### src/rtl/pc_unit.sv
`default_nettype none
// ============================================================================
//  Module   : pc_unit
//  Purpose  : Program counter for an in-order fetch stage. It selects the next
//             PC by fixed priority (reset, trap, misaligned redirect, JALR,
//             branch, sequential), supports a RUN/HALT state, and records the
//             trap PC (epc) and the offending misaligned target (bad_addr).
//  Revision : 1.0  initial release
// ----------------------------------------------------------------------------
//  Parameters
//    DWIDTH    : address width (16..64)
//    RESET_VEC : PC loaded on reset
//    TRAP_VEC  : PC loaded on any trap or misaligned redirect
//  Ports
//    clk, rst          : clock, synchronous active-high reset
//    stall             : hold PC, ignore redirects (traps still taken)
//    fetch_ready       : memory accepts pc_out; enables sequential advance
//    br_taken/br_target: branch or JAL redirect
//    jalr_en/base/off  : JALR redirect, target = (base + off) & ~1
//    trap_req          : exception / interrupt request
//    halt_req, resume  : enter / leave HALT
//    pc_out, pc_plus4  : current PC and its link value
//    fetch_valid       : pc_out is a valid fetch address
//    misalign, bad_addr: one-cycle misaligned-target flag and the target
//    epc               : PC captured on the latest trap
//    halted            : block is in HALT
// ============================================================================
module pc_unit #(
  parameter int                DWIDTH    = 32,
  parameter logic [DWIDTH-1:0] RESET_VEC = '0,
  parameter logic [DWIDTH-1:0] TRAP_VEC  = DWIDTH'(32'h0000_0100)
) (
  input  logic              clk,
  input  logic              rst,
  input  logic              stall,
  input  logic              fetch_ready,
  input  logic              br_taken,
  input  logic [DWIDTH-1:0] br_target,
  input  logic              jalr_en,
  input  logic [DWIDTH-1:0] jalr_base,
  input  logic [DWIDTH-1:0] jalr_off,
  input  logic              trap_req,
  input  logic              halt_req,
  input  logic              resume,
  output logic [DWIDTH-1:0] pc_out,
  output logic [DWIDTH-1:0] pc_plus4,
  output logic              fetch_valid,
  output logic              misalign,
  output logic [DWIDTH-1:0] bad_addr,
  output logic [DWIDTH-1:0] epc,
  output logic              halted
);

  localparam logic [DWIDTH-1:0] c_STEP    = DWIDTH'(4);
  localparam logic [DWIDTH-1:0] c_LSB_CLR = ~DWIDTH'(1);

  typedef enum logic [0:0] {
    S_RUN  = 1'b0,
    S_HALT = 1'b1
  } state_t;

  state_t            r_state;
  state_t            w_state_nxt;
  logic [DWIDTH-1:0] r_pc, r_epc, r_bad_addr;
  logic [DWIDTH-1:0] w_pc_nxt, w_epc_nxt, w_bad_nxt;
  logic              r_misalign, w_misalign_nxt;

  logic [DWIDTH-1:0] w_jalr_sum, w_jalr_tgt, w_redir_tgt;
  logic              w_redir;

  // JALR wins over a simultaneous branch; the selected target alone decides
  // whether the redirect is misaligned.
  assign w_jalr_sum  = jalr_base + jalr_off;
  assign w_jalr_tgt  = w_jalr_sum & c_LSB_CLR;
  assign w_redir     = jalr_en | br_taken;
  assign w_redir_tgt = jalr_en ? w_jalr_tgt : br_target;

  always_ff @(posedge clk) begin
    if (rst) begin
      r_state    <= S_RUN;
      r_pc       <= RESET_VEC;
      r_epc      <= '0;
      r_bad_addr <= '0;
      r_misalign <= 1'b0;
    end else begin
      r_state    <= w_state_nxt;
      r_pc       <= w_pc_nxt;
      r_epc      <= w_epc_nxt;
      r_bad_addr <= w_bad_nxt;
      r_misalign <= w_misalign_nxt;
    end
  end

  always_comb begin
    w_state_nxt    = r_state;
    w_pc_nxt       = r_pc;
    w_epc_nxt      = r_epc;
    w_bad_nxt      = r_bad_addr;
    w_misalign_nxt = 1'b0;

    if (trap_req) begin
      // Trap overrides stall, halt_req and redirects, and leaves HALT.
      w_pc_nxt    = TRAP_VEC;
      w_epc_nxt   = r_pc;
      w_state_nxt = S_RUN;
    end else if (r_state == S_RUN) begin
      if (halt_req) begin
        // PC holds on the edge that enters HALT.
        w_state_nxt = S_HALT;
      end else if (!stall) begin
        if (w_redir) begin
          if (w_redir_tgt[1:0] != 2'b00) begin
            w_pc_nxt       = TRAP_VEC;
            w_epc_nxt      = r_pc;
            w_bad_nxt      = w_redir_tgt;
            w_misalign_nxt = 1'b1;
          end else begin
            w_pc_nxt = w_redir_tgt;
          end
        end else if (fetch_ready) begin
          w_pc_nxt = r_pc + c_STEP;
        end
      end
    end else begin
      // HALT: PC holds; resume returns to RUN without moving the PC.
      if (resume) begin
        w_state_nxt = S_RUN;
      end
    end
  end

  assign pc_out      = r_pc;
  assign pc_plus4    = r_pc + c_STEP;
  assign epc         = r_epc;
  assign bad_addr    = r_bad_addr;
  assign misalign    = r_misalign;
  assign halted      = (r_state == S_HALT);
  assign fetch_valid = (r_state == S_RUN) && !r_misalign;

endmodule
`default_nettype wire
### config.mk
export PLATFORM = sky130hd
export DESIGN_NAME = pc_unit
export DESIGN_NICKNAME = d
export VERILOG_FILES = /design/src/rtl/pc_unit.sv
export SDC_FILE = /design/constraint.sdc
export NUM_CORES = 1
export LEC_CHECK = 0
export BUFFER_PORTS_ARGS = -buffer_cell sky130_fd_sc_hd__buf_2
export CORE_AREA = 3 3 121 123
export CTS_BUF_LIST = sky130_fd_sc_hd__clkbuf_4
export CTS_CLUSTER_DIAMETER = 40
export CTS_CLUSTER_SIZE = 28
export DETAILED_ROUTE_END_ITERATION = 6
export DIE_AREA = 0 0 124 126
export PLACE_DENSITY = 0.85
export SLEW_MARGIN = 20
export SYNTH_ARGS = -nofsm -noshare
export SYNTH_HDL_FRONTEND = slang
export SYNTH_SLANG_ARGS = --single-unit
### constraint.sdc
create_clock -name clk -period 2.9 [get_ports clk]
set_input_delay 0.58 -clock clk [delete_from_list [all_inputs] [get_ports clk]]
set_output_delay 0.58 -clock clk [all_outputs]
set_load 0.02 [all_outputs]
### After elaboration in Yosys (flattened, before gate mapping)

Cells that the tools add are included.

| word-level totals | value |
|---|---|
| logic and storage cells | 48 |
| memories | 0 |
| latch bits | 0 |
| memory bits (writable) | 0 |
| flip-flop bits (word level) | 98 |
| bits in read-only memories | 0 |

| operators by class | value |
|---|---|
| bitwise operators | 6 |
| muxes and demuxes | 18 |
| add/subtract/negate cells | 2 |
| $lt $le $gt $ge | 0 |
| multipliers | 0 |
| div/mod/pow operators | 0 |
| shift operators | 0 |
| equality and inequality tests | 3 |
| reduce and logical (&&, ||, !) cells | 13 |

Operator list:

| kind | count |
|---|---|
| 32-bit 2-to-1 mux | 10 |
| 9-bit 2-to-1 mux | 4 |
| 32-bit by 3-bit adder with 32-bit output (second input constant) | 1 |
| 32-bit adder | 1 |
| 4-bit AND reduction | 2 |
| 2-bit nonzero test | 4 |
| 6-bit AND reduction | 1 |
| 6-bit OR reduction | 1 |
| 1-bit NOT | 5 |
| 5-bit AND reduction | 1 |
| 1-bit 2-to-1 mux | 4 |
| 2-bit inequality test (second input constant) | 2 |
| 3-bit nonzero test | 1 |
| 2-bit by 1-bit inequality test with 1-bit output (second input constant) | 1 |
| 2-bit OR reduction | 1 |
| 1-bit logical AND | 1 |
| 1-bit logical NOT | 1 |
| 1-bit OR | 1 |

### Logic depth before layout (Yosys ltp)

Gate-level depths: netlist (run 1).

| logic depth | value |
|---|---|
| word-level depth | 9 |
| gate-level depth with buffers | 11 |
| depth with buffers taken out | 11 |

### Least setup slack after synthesis (run 1)

OpenSTA, ideal clock, no wires.

| path | value |
|---|---|
| path kind | input-to-reg |
| from | input jalr_base[1] |
| to | register r_pc[28], in the netlist pc_out[28] |
| stages | 11 |
| setup time | 0.123 ns |
| buffers on the path | 0 |
| slack | 0.044 ns |
| data required time | 2.777 ns |
| arrival time | 2.733 ns |
| cell sequence | inv_1 fa_1 nand2b_1 a21o_1 a31oi_4 a21boi_2 o41a_1 o21ai_2 xor2_1 a221oi_1 nor2_1 |

| on the way | value |
|---|---|
| cells in the longest elaborated chain, start to end | 5 |

Ends and longest elaborated chain:

| what | line | text |
|---|---|---|
| from (decl) | 40 | `input logic [DWIDTH-1:0] jalr_base,` |
| 32-bit adder * | 73 | `assign w_jalr_sum = jalr_base + jalr_off;` |
| 32-bit 2-to-1 mux * | 76 | `assign w_redir_tgt = jalr_en ? w_jalr_tgt : br_target;` |
| 2-bit nonzero test | 112 | `if (w_redir_tgt[1:0] != 2'b00) begin` |
| 32-bit 2-to-1 mux * | 112 |  |
| 32-bit 2-to-1 mux * | 111 | `if (w_redir) begin` |
| to (signal assigned) | 87 | `r_pc <= w_pc_nxt;` |
| to (decl) | 64 | `logic [DWIDTH-1:0] r_pc, r_epc, r_bad_addr;` |

Every way passes the cells marked *; elsewhere a longest branch is shown, timed or not.
A chain may end at the register's enable or synchronous reset.

### Worst setup path after layout (run 1)

| path | value |
|---|---|
| from | register r_pc[19], in the netlist pc_out[19] |
| to | output pc_plus4[30] |

| on the way | value |
|---|---|
| cells in the longest elaborated chain, start to end | 1 |

Ends and longest elaborated chain:

| what | line | text |
|---|---|---|
| 32-bit by 3-bit adder with 32-bit output | 133 | `assign pc_plus4 = r_pc + c_STEP;` |
| to (decl) | 46 | `output logic [DWIDTH-1:0] pc_plus4,` |

No other way between the ends.

==> out/qor.txt, run 1 <==
Cells taking the most area after synthesis = dfxtp_1 31%, a21oi_1 8.7%, nand2_1 7.4%
Least-Margin Pin Slew = 474 ps
Clk pin slew, worst setup/hold paths = 150 ps
Overflow left after global routing = 0
Number of nets with antenna violations after detailed routing = 0
Floorplan core area = 13800 µm²
Seq/Total Area, Yosys = 30.7%
Reg2Reg Capture Point = pc_out[27]$_SDFFE_PP0P_
Internal Dissipation = 2210 µW
Reg-to-reg startpoint = pc_out[3]$_SDFFE_PP0P_
Number of cells produced by synthesis = 853
Minimum period implied by the final worst setup slack = 2860 ps
Max Fanout on Critical Path = 5
Multi-input gate area in the final layout = 4270 µm²
Average wire length per cell after detail routing = 17.4 µm
Worst Hold Margin = 314 ps
Pre-antenna DRT Iters = 7
Total number of clock tree sinks = 98
Startpoint type of the worst setup path = register
DPL Wire Length = 17.7 mm
Final period utilization = 98.7%
Final hold violation count = 0
Synth Area in XOR/XNOR = 7.94%
CTS Hold Bufs = 0
Power Density = 389 nW/µm²
Maximum number of pins on one net before global-route repair = 33
Fraction of layout cells with a size suffix above 1 = 34.6%
Startpoint of the tightest hold check path = resume
Synth async-reset ratio = 0%
Max capacitance violation total = 0
Syn nets = 990
RSZ-0062 raised after global routing = yes
Count of vias placed by the detailed router = 7495
Count of final max-slew check failures = 0
First-pass GRT wire length = 35.1 mm
# fillers = 1265
RePlAce Congestion = 0.924
Critical Path Sink Type = output pin
Simple logic cell fraction of the synthesized area = 20.8%
Routed WL = 23.0 mm
Worst hold stages = 2
Net count, final = 1273
Yosys top cell area share = 30.7%
DR iter-0 viols = 714
Final setup fails = 0
Post-synthesis cell type count = 65
Fraction of the mapped netlist area in compound gates = 26.6%
Data required, critical path = 2320 ps
Count of standard-cell rows = 43
Adder-Cell Fraction of Synth Area = 6.38%
End point of the most critical hold path = halted$_SDFF_PP0_
Leak = 0.00418 µW
Count of unresolved DRC violations after routing = 0
Maximum clock path buffer count = 2
Full die area = 15600 µm²
Max IR drop VDD = 0.208 mV
Routed via count divided by cell count = 5.67
Count of yosys warnings during synthesis = 0
Max Fclk = 349 MHz
Synth Cell Area = 6390 µm²
CTS tree = yes
Switch Pwr = 1170 µW
Die height = 126 µm
All-layer global routing usage = 28.1%
Synth Area per Inst = 7.50 µm²
Data arrival time of the critical path = 2280 ps
Clock buffer count from CTS = 9
Flop and latch count out of synthesis = 98
Worst min-delay path category = in -> reg
Initial cell density of the core = 46.4%
Antenna violations before repair = 6
Switching part of the total power = 34.6%
Via count of the first global-routing pass = 6888
Sequential group share of total power = 42.1%
DP Cell Count = 1286
Max transition margin = 68.4%
Level count of the clock H-tree = 3
FF-to-FF path depth = 12
I/O pin count = 236
Post-synth top flop = dfxtp_1
Number of cells in the finished layout apart from fillers = 1323
Combinational family with the most area after synthesis = compound AO/OA/AOI/OAI gates
# port buffers = 235
Outcome = finished clean
Multiplexer area fraction after synthesis = 2.70%
Number of flops mapped to enable cells by yosys = 0
Buffer cell driving the clock tree root = clkbuf_4
Area occupied by registers = 1980 µm²
Clock latency on the worst-skew pair = 460 ps
Combinational share of power = 33.9%
Worst setup path class = reg -> out
Register-to-register path setup slack = 650 ps
Clock skew = 23.0 ps
Area added between synthesis and finish = 35.8%
Clock Power Share = 24.0%
Die X = 124 µm
Biggest area consumer among synthesized cells = dfxtp_1
## Yosys cell counts, types with 16 or more instances
| cell type | count |
|---|---|
| a211oi_1 | 17 |
| a21o_1 | 16 |
| a21oi_1 | 111 |
| clkbuf_1 | 48 |
| dfxtp_1 | 98 |
| ha_1 | 31 |
| nand2_1 | 126 |
| nand3_1 | 21 |
| nor2_1 | 76 |
| nor3_1 | 22 |
| o21ai_0 | 42 |
| o21ai_1 | 16 |
| xnor2_1 | 35 |
| xor2_1 | 23 |
## metrics by stage
step	total power [µW]	worst slack (ps)	utilization, %	cell area [µm²]	setup TNS, ps
finish	3380	38.3	63.1	8690	0
floorplan	2130	43.7	-	6390	0
detailed placement	2550	-180	59.4	8180	-1670
global placement	2540	-146	59.4	8180	-1080
CTS	3360	-1.24	61.8	8510	-1.24
global route	3560	-51.7	63.1	8690	-78.9
## state kept, by name, summed over array words and instances, names as in the netlist, named ones only
signal,count
pc_out,30
halted,1
epc,32
bad_addr,32
misalign,1
## worst max-delay path by stage
stage	from	endpoint	slack [ps]	cells past startpoint
2_1_floorplan	jalr_base[1]	pc_out[28]$_SDFFE_PP0P_	40	11
3_3_place_gp	jalr_base[2]	bad_addr[25]$_SDFFE_PP0P_	-150	13
3_5_place_dp	jalr_base[1]	pc_out[24]$_SDFFE_PP0P_	-180	11
4_1_cts	pc_out[4]$_SDFFE_PP0P_	pc_plus4[27]	-1	7
5_1_grt	pc_out[19]$_SDFFE_PP0P_	pc_plus4[30]	-50	7
6_report	pc_out[19]$_SDFFE_PP0P_	pc_plus4[30]	40	7
## final cells by class
cell class	instances	share of cell area, %
flip-flops and latches	98	22.8
multi-input cells	678	49.2
repair buffers	333	22.8
inverters	16	0.691
clock inverters	5	0.922
clock buffers	10	0.864
diodes	3	0.0864
well taps	180	2.59
## routing by layer
| layer | vias up | GRT usage [%] | part of all wire [%] |
|---|---|---|---|
| met5 | - | 0 | 0.096 |
| met4 | 6 | 12.2 | 3.5 |
| met3 | 71 | 7.59 | 11 |
| met2 | 435 | 43.0 | 45 |
| met1 | 3379 | 37.1 | 40 |
| li1 | 3604 | - | - |
## power groups by stage
stage	combinational, µW	clock [µW]	sequential (µW)
after global routing	1250	881	1430
after global placement	1080	0	1450
final	1150	810	1430
after CTS	1110	818	1420
after floorplan	628	0	1500
after detailed placement	1100	0	1450
## placed cells by master (no fill, tap or decap), drive strengths merged, types with 11 or more instances in the layout
cell    instances
inv            16
nand3          21
o21ai          59
mux2i          15
xnor2          35
xor2           23
a21oi         111
a221oi         11
a211oi         18
a21o           16
nor3           23
buf           333
nand2         127
ha             31
dfxtp          98
nor2           76
## critical path, cell delays in order (launching register included)
cell and delay, ps:
dfxtp_2 360, nand2_1 110, nor3_4 230, nand3_2 150, nor3_4 310, nand4_1 200
xnor2_2 270, buf_4 190
## what timing repair did
action                                  CTS  global route
resized for setup                        24            28
endpoints found under the setup margin   13            16
gates cloned                              0             0
hold endpoints to repair                  0             0
pin swaps                                 9            15
buffers inserted                          8            11
## cell families (layout without fill, tap and decap cells)
family                   Yosys count  after routing
AO/OA/AOI/OAI                    273            273
XOR/XNOR                          58             58
adder cells (fa/ha/maj)           32             32
buffers and inverters             77            364
flip-flops                        98             98
multiplexers                      17             17
other                              0              3
AND/OR/NAND/NOR                  298            298
No activity file was read; power rests on OpenSTA's default activity.
==> inputs of run 2 (changes only) <==
==> config.mk (replaced) <==
export PLATFORM = sky130hd
export DESIGN_NAME = pc_unit
export DESIGN_NICKNAME = d
export VERILOG_FILES = /design/src/rtl/pc_unit.sv
export SDC_FILE = /design/constraint.sdc
export NUM_CORES = 1
export LEC_CHECK = 0
export CORE_AREA = 3 3 108 110
export CTS_BUF_LIST = sky130_fd_sc_hd__clkbuf_4
export CTS_CLUSTER_DIAMETER = 40
export CTS_CLUSTER_SIZE = 28
export DETAILED_ROUTE_END_ITERATION = 6
export DIE_AREA = 0 0 111 113
export DONT_BUFFER_PORTS = 1
export PLACE_DENSITY = 0.83
export SLEW_MARGIN = 20
export SYNTH_ARGS = -nofsm -noshare
export SYNTH_HDL_FRONTEND = slang
export SYNTH_SLANG_ARGS = --single-unit
==> run 2 against run 1 <==
Effect of this change:
- the run now ends with negative setup slack left
- power is 2.6% lower
- routed wire length is 5.7% lower
- non-clock buffer count is 246 lower
- register-to-register slack worse by 210 ps
- critical path depth is 1 higher
- maximum frequency is 2.5% lower
- setup slack worse by 75 ps
- final cell count is 22% lower
- critical endpoint is now pc_plus4[27]
- largest power group unchanged
==> out/qor.txt, run 2 (same netlist as run 1, synthesis figures left out) <==
# port buffers = 0
Cell with the biggest individual delay on the critical path = dfxtp_2
Cell seen most often among critical-path stages = buf_6
Routed via count divided by cell count = 6.47
Initial cell density of the core = 59.3%
Startpoint of the tightest hold check path = rst
All-layer global routing usage = 32.6%
Startpoint type of the worst setup path = register
Routed WL = 21.7 mm
Switch Pwr = 1120 µW
Clock buffer count from CTS = 9
Level count of the clock H-tree = 3
Least-Margin Pin Slew = 985 ps
Placed instance area = 6930 µm²
Final worst setup slack = -36.6 ps
Data required, critical path = 2320 ps
Total non-filler cell area in the finished layout = 7380 µm²
Final setup fails = 3
CTS tree = yes
Internal Dissipation = 2180 µW
Commonest cells after routing, fill and taps aside = 125 x nand2_1, 111 x a21oi_1, 96 x dfxtp_1, 82 x buf_4, 72 x nor2_1
Full die area = 12500 µm²
Switching part of the total power = 33.8%
Data arrival time of the critical path = 2360 ps
Fraction of layout cells with a size suffix above 1 = 16.3%
Clock latency on the worst-skew pair = 460 ps
Die X = 111 µm
Clk pin slew, worst setup/hold paths = 150 ps
Max Fclk = 341 MHz
Overflow left after global routing = 0
Worst path cell trace = buf_6 > and4_4 > nand4_1 > nor2_2 > and3_4 > nand3_4 > xnor2_4 > buf_6
Max capacitance violation total = 0
Worst setup path class = reg -> out
Critical Path Sink Type = output pin
Area added between synthesis and finish = 15.4%
FF-to-FF path depth = 7
Die height = 113 µm
Number of cells in the finished layout apart from fillers = 1036
Worst setup path start = pc_out[3]$_SDFFE_PP0P_
Worst Hold Margin = 172 ps
Sequential group share of total power = 44.3%
Reg-to-reg startpoint = halted$_SDFF_PP0_
Clock Power Share = 27.5%
I/O pin count = 236
Commonest non-fill, non-tap cell in the layout = nand2_1
Worst min-delay path category = in -> reg
DR iter-0 viols = 774
Leak = 0.00301 µW
Floorplan core area = 10800 µm²
CTS Hold Bufs = 0
Number of nets with antenna violations after detailed routing = 0
Combinational share of power = 28.2%
DP Cell Count = 1010
Count of final max-slew check failures = 0
Via count of the first global-routing pass = 6277
Outcome = finished with violations
Final Total Pwr = 3300 µW
Max IR drop VDD = 0.257 mV
DPL Wire Length = 16.5 mm
Average wire length per cell after detail routing = 20.9 µm
Final period utilization = 101%
# fillers = 889
RePlAce Congestion = 0.967
Sum Neg Setup Slack = -53.3 ps
Maximum clock path buffer count = 2
Count of vias placed by the detailed router = 6699
Max Fanout on Critical Path = 5
RSZ-0062 raised after global routing = yes
Failing checks = negative setup slack
Count of unresolved DRC violations after routing = 0
Antenna violations before repair = 0
Buffer cell driving the clock tree root = clkbuf_4
Crit-path max cell delay = 370 ps
Total number of clock tree sinks = 98
Pre-antenna DRT Iters = 5
Multi-input gate area in the final layout = 4300 µm²
Minimum period implied by the final worst setup slack = 2940 ps
Maximum number of pins on one net before global-route repair = 57
Clock skew = 25.3 ps
Area occupied by registers = 1960 µm²
Final hold violation count = 0
Power Density = 447 nW/µm²
Worst hold stages = 1
Net count, final = 1027
Count of standard-cell rows = 38
Max transition margin = 34.1%
First-pass GRT wire length = 33.4 mm
run 2: changes by cell type in the layout (fill, tap and decap cells not counted), moves of 2 or more:
cell | before | now
diode_2 | 3 | 1
dfxtp_1 | 86 | 96
buf_2 | 227 | 0
xor2_2 | 0 | 4
nor3_1 | 19 | 17
nor3_2 | 2 | 5
buf_4 | 99 | 82
dfxtp_2 | 9 | 2
xor2_1 | 23 | 19
dfxtp_4 | 3 | 0
run 2: timing repair:
action,in CTS,in global routing
hold endpoints to repair,0,0
pin swaps,9,7
gates cloned,0,0
buffers inserted,6,3
gates resized for setup,17,17
setup endpoints to repair,12,15
run 2: per-layer routing:
metal  global-route usage (%)  up-vias  part of all wire (%)
met2                     52.3      397                    46
met5                        0        -                     0
li1                         -     3107                     -
met4                     12.2        0                   3.0
met3                     8.18       57                    12
met1                     42.5     3138                    39
run 2: worst paths after layout:
check / slack [ps] / endpoint
hold reg to reg: 520 / epc[4]$_SDFFE_PP0P_
hold / removal: 170 / epc[14]$_SDFFE_PP0P_
setup / recovery: -40 / pc_plus4[27]
setup reg to reg: 440 / pc_out[29]$_SDFFE_PP0P_
run 2: power by group through the flow:
stage / clock, µW / combinational (µW) / sequential, µW
finish: 906 / 930 / 1460
global route: 960 / 1000 / 1460
CTS: 910 / 901 / 1460
detailed placement: 0 / 890 / 1490
global placement: 0 / 866 / 1490
floorplan: 0 / 628 / 1500
run 2: cell type report:
type / instances / share of cell area (%)
repair buffers: 87 / 9.34
clock inverters: 7 / 1.58
diodes: 1 / 0.0339
well taps: 140 / 2.37
clock buffers: 9 / 0.916
multi-input cells: 678 / 58.3
flip-flops and latches: 98 / 26.6
inverters: 16 / 0.814
run 2: metrics by stage:
stage	util [%]	setup slack, ps
6_report	68.4	-36.6
5_1_grt	68.3	-99.0
4_1_cts	67.1	-52.7
3_5_place_dp	64.2	-86.5
3_3_place_gp	64.2	1.41
2_1_floorplan	-	43.7
run 2: worst max-delay path: cells and delay by family, from the launching register on:
kind / cells / cell delay (ps)
XOR/XNOR: 1 / 180
flip-flops: 1 / 370
AND/OR/NAND/NOR: 5 / 1070
buffers and inverters: 2 / 280
==> inputs of run 3 (changes only) <==
==> config.mk (replaced) <==
export PLATFORM = sky130hd
export DESIGN_NAME = pc_unit
export DESIGN_NICKNAME = d
export VERILOG_FILES = /design/src/rtl/pc_unit.sv
export SDC_FILE = /design/constraint.sdc
export NUM_CORES = 1
export LEC_CHECK = 0
export CORE_AREA = 3 3 110 112
export CTS_BUF_LIST = sky130_fd_sc_hd__clkbuf_16
export CTS_CLUSTER_DIAMETER = 40
export CTS_CLUSTER_SIZE = 28
export DETAILED_ROUTE_END_ITERATION = 6
export DIE_AREA = 0 0 113 115
export DONT_BUFFER_PORTS = 1
export PLACE_DENSITY = 0.81
export SLEW_MARGIN = 20
export SYNTH_ARGS = -nofsm -noshare
export SYNTH_HDL_FRONTEND = slang
export SYNTH_SLANG_ARGS = --single-unit
==> run 3 against run 2 <==
Effect of this change:
- the flow now finishes without violations
- flip-flop and latch count did not move
- power is 11% higher
- utilization fell by 3.1 points
- combinational power shrank 2%
- maximum frequency up 4.1%
- setup slack better by 110 ps
- clock power rose by 41%
- largest power group unchanged
- highest routed layer unchanged
- hold slack improved by 130 ps
- sequential share of layout area is 0.066 points lower
- count of clock-buffer cells in the layout is the same
==> out/qor.txt, run 3 (same netlist as run 1, synthesis figures left out) <==
Max Fclk = 354 MHz
Minimum period implied by the final worst setup slack = 2820 ps
CTS tree = yes
Clk pin slew, worst setup/hold paths = 70 ps
Cell seen most often among critical-path stages = buf_4
Power Density = 495 nW/µm²
Final hold violation count = 0
Cell with the biggest individual delay on the critical path = dfxtp_1
Total number of clock tree sinks = 98
Max IR drop VDD = 0.360 mV
Commonest cells after routing, fill and taps aside = 126 x nand2_1, 111 x a21oi_1, 97 x dfxtp_1, 86 x buf_4, 73 x nor2_1
Clock buffer count from CTS = 9
Global routing usage on met2 = 45.4%
Floorplan core area = 11300 µm²
Max Fanout on Critical Path = 5
Clock latency on the worst-skew pair = 340 ps
Count of standard-cell rows = 39
Crit-path max cell delay = 340 ps
Buffer cell driving the clock tree root = clkbuf_16
Number of nets with antenna violations after detailed routing = 0
Outcome = finished clean
Highest-utilization routing layer at the global route stage = met2
Maximum clock path buffer count = 2
Final period utilization = 97.3%
RSZ-0062 raised after global routing = yes
Area added between synthesis and finish = 15.6%
Level count of the clock H-tree = 3
Final antenna diode count = 0
All-layer global routing usage = 30.0%
RePlAce Congestion = 0.961
# port buffers = 0
Count of vias placed by the detailed router = 6511
Pre-antenna DRT Iters = 6
Startpoint type of the worst setup path = register
Total non-filler cell area in the finished layout = 7390 µm²
Worst setup path class = reg -> out
# fillers = 981
Routed WL = 20.7 mm
Overflow left after global routing = 0
Number of cells in the finished layout apart from fillers = 1039
DR iter-0 viols = 711
Data required, critical path = 2320 ps
Via count of the first global-routing pass = 5929
Maximum number of pins on one net before global-route repair = 57
I/O pin count = 236
Placed instance area = 6980 µm²
DPL Wire Length = 15.7 mm
Die height = 115 µm
Routed via count divided by cell count = 6.27
First-pass GRT wire length = 31.5 mm
Fraction of layout cells with a size suffix above 1 = 14.3%
Least-Margin Pin Slew = 642 ps
Net count, final = 1028
Full die area = 13000 µm²
Met1 usage = 40.1%
Average wire length per cell after detail routing = 19.9 µm
Initial cell density of the core = 56.5%
Final setup fails = 0
Met3 Resource Use GR = 7.89%
Critical Path Sink Type = output pin
DP Cell Count = 1018
Die X = 113 µm
Count of final max-slew check failures = 0
Data arrival time of the critical path = 2240 ps
Worst min-delay path category = in -> reg
Worst path cell trace = buf_4 > and4_1 > nand4_1 > nor2_2 > and3_2 > nand3_1 > xnor2_2 > buf_4
Max transition margin = 56.9%
Commonest non-fill, non-tap cell in the layout = nand2_1
Antenna violations before repair = 0
Max capacitance violation total = 0
Count of unresolved DRC violations after routing = 0
Leak = 0.00302 µW
Clock skew = 6.32 ps
## run 3: cell types whose count changed in the layout (fill, tap and decap cells not counted), moves of 4 or more
cell and change:
xor2_2 -4, xor2_1 +4, clkbuf_4 -9, clkbuf_16 +9, buf_4 +4, xnor2_1 +5, xnor2_2 -4
## run 3: area by class of cell
type / instances / area (µm²) / area share [%]
Tap cell: 143 / 179 / 2.42
Clock buffer: 9 / 225 / 3.05
Multi-Input combinational cell: 678 / 4190 / 56.6
Inverter: 16 / 60.1 / 0.812
Sequential cell: 98 / 1960 / 26.6
Clock inverter: 7 / 93.8 / 1.27
Timing Repair Buffer: 88 / 686 / 9.28
## run 3: final timing paths
kind                                             start                 endpoint  slack [ps]  depth (start not counted)
worst max-delay path            pc_out[3]$_SDFFE_PP0P_             pc_plus4[27]          80                          8
worst min-delay path                               rst     epc[11]$_SDFFE_PP0P_         300                          1
worst min register to register  pc_out[6]$_SDFFE_PP0P_      epc[6]$_SDFFE_PP0P_         500                          2
worst max register to register  pc_out[2]$_SDFFE_PP0P_  pc_out[20]$_SDFFE_PP0P_         540                         12
## run 3: per-stage QoR
step	power [µW]	utilization, %	hold slack [ps]	TNS, ps	setup slack, ps
2_1_floorplan	2130	-	528	0	43.7
3_3_place_gp	2370	61.6	472	-19.8	-19.8
3_5_place_dp	2380	61.6	480	-162	-77.8
4_1_cts	3650	64.9	290	0	12.3
5_1_grt	3790	65.3	292	-56.3	-19.3
6_report	3660	65.3	297	0	78.0
## run 3: worst max-delay path: cells and delay by family (launching register included)
kind	cells	cell delay (ps)
flip-flops	1	340
buffers and inverters	2	350
XOR/XNOR	1	190
AND/OR/NAND/NOR	5	1030
## run 3: routing by layer
layer	vias up	routed length (µm)
met1	2968	8650
met5	-	0
met3	53	2360
li1	3109	-
met4	0	786
met2	381	8890
## run 3: timing repair
| item | 4_1_cts | 5_1_grt |
|---|---|---|
| endpoints found under the setup margin | 10 | 9 |
| pin swaps | 2 | 5 |
| buffers inserted | 2 | 3 |
| gates resized for setup | 9 | 4 |
| hold buffers | 0 | 0 |
## run 3: report_power, final
group          internal, µW  total, µW  switching (µW)
sequential             1390       1460            75.8
combinational           361        914             553
clock                   755       1280             530
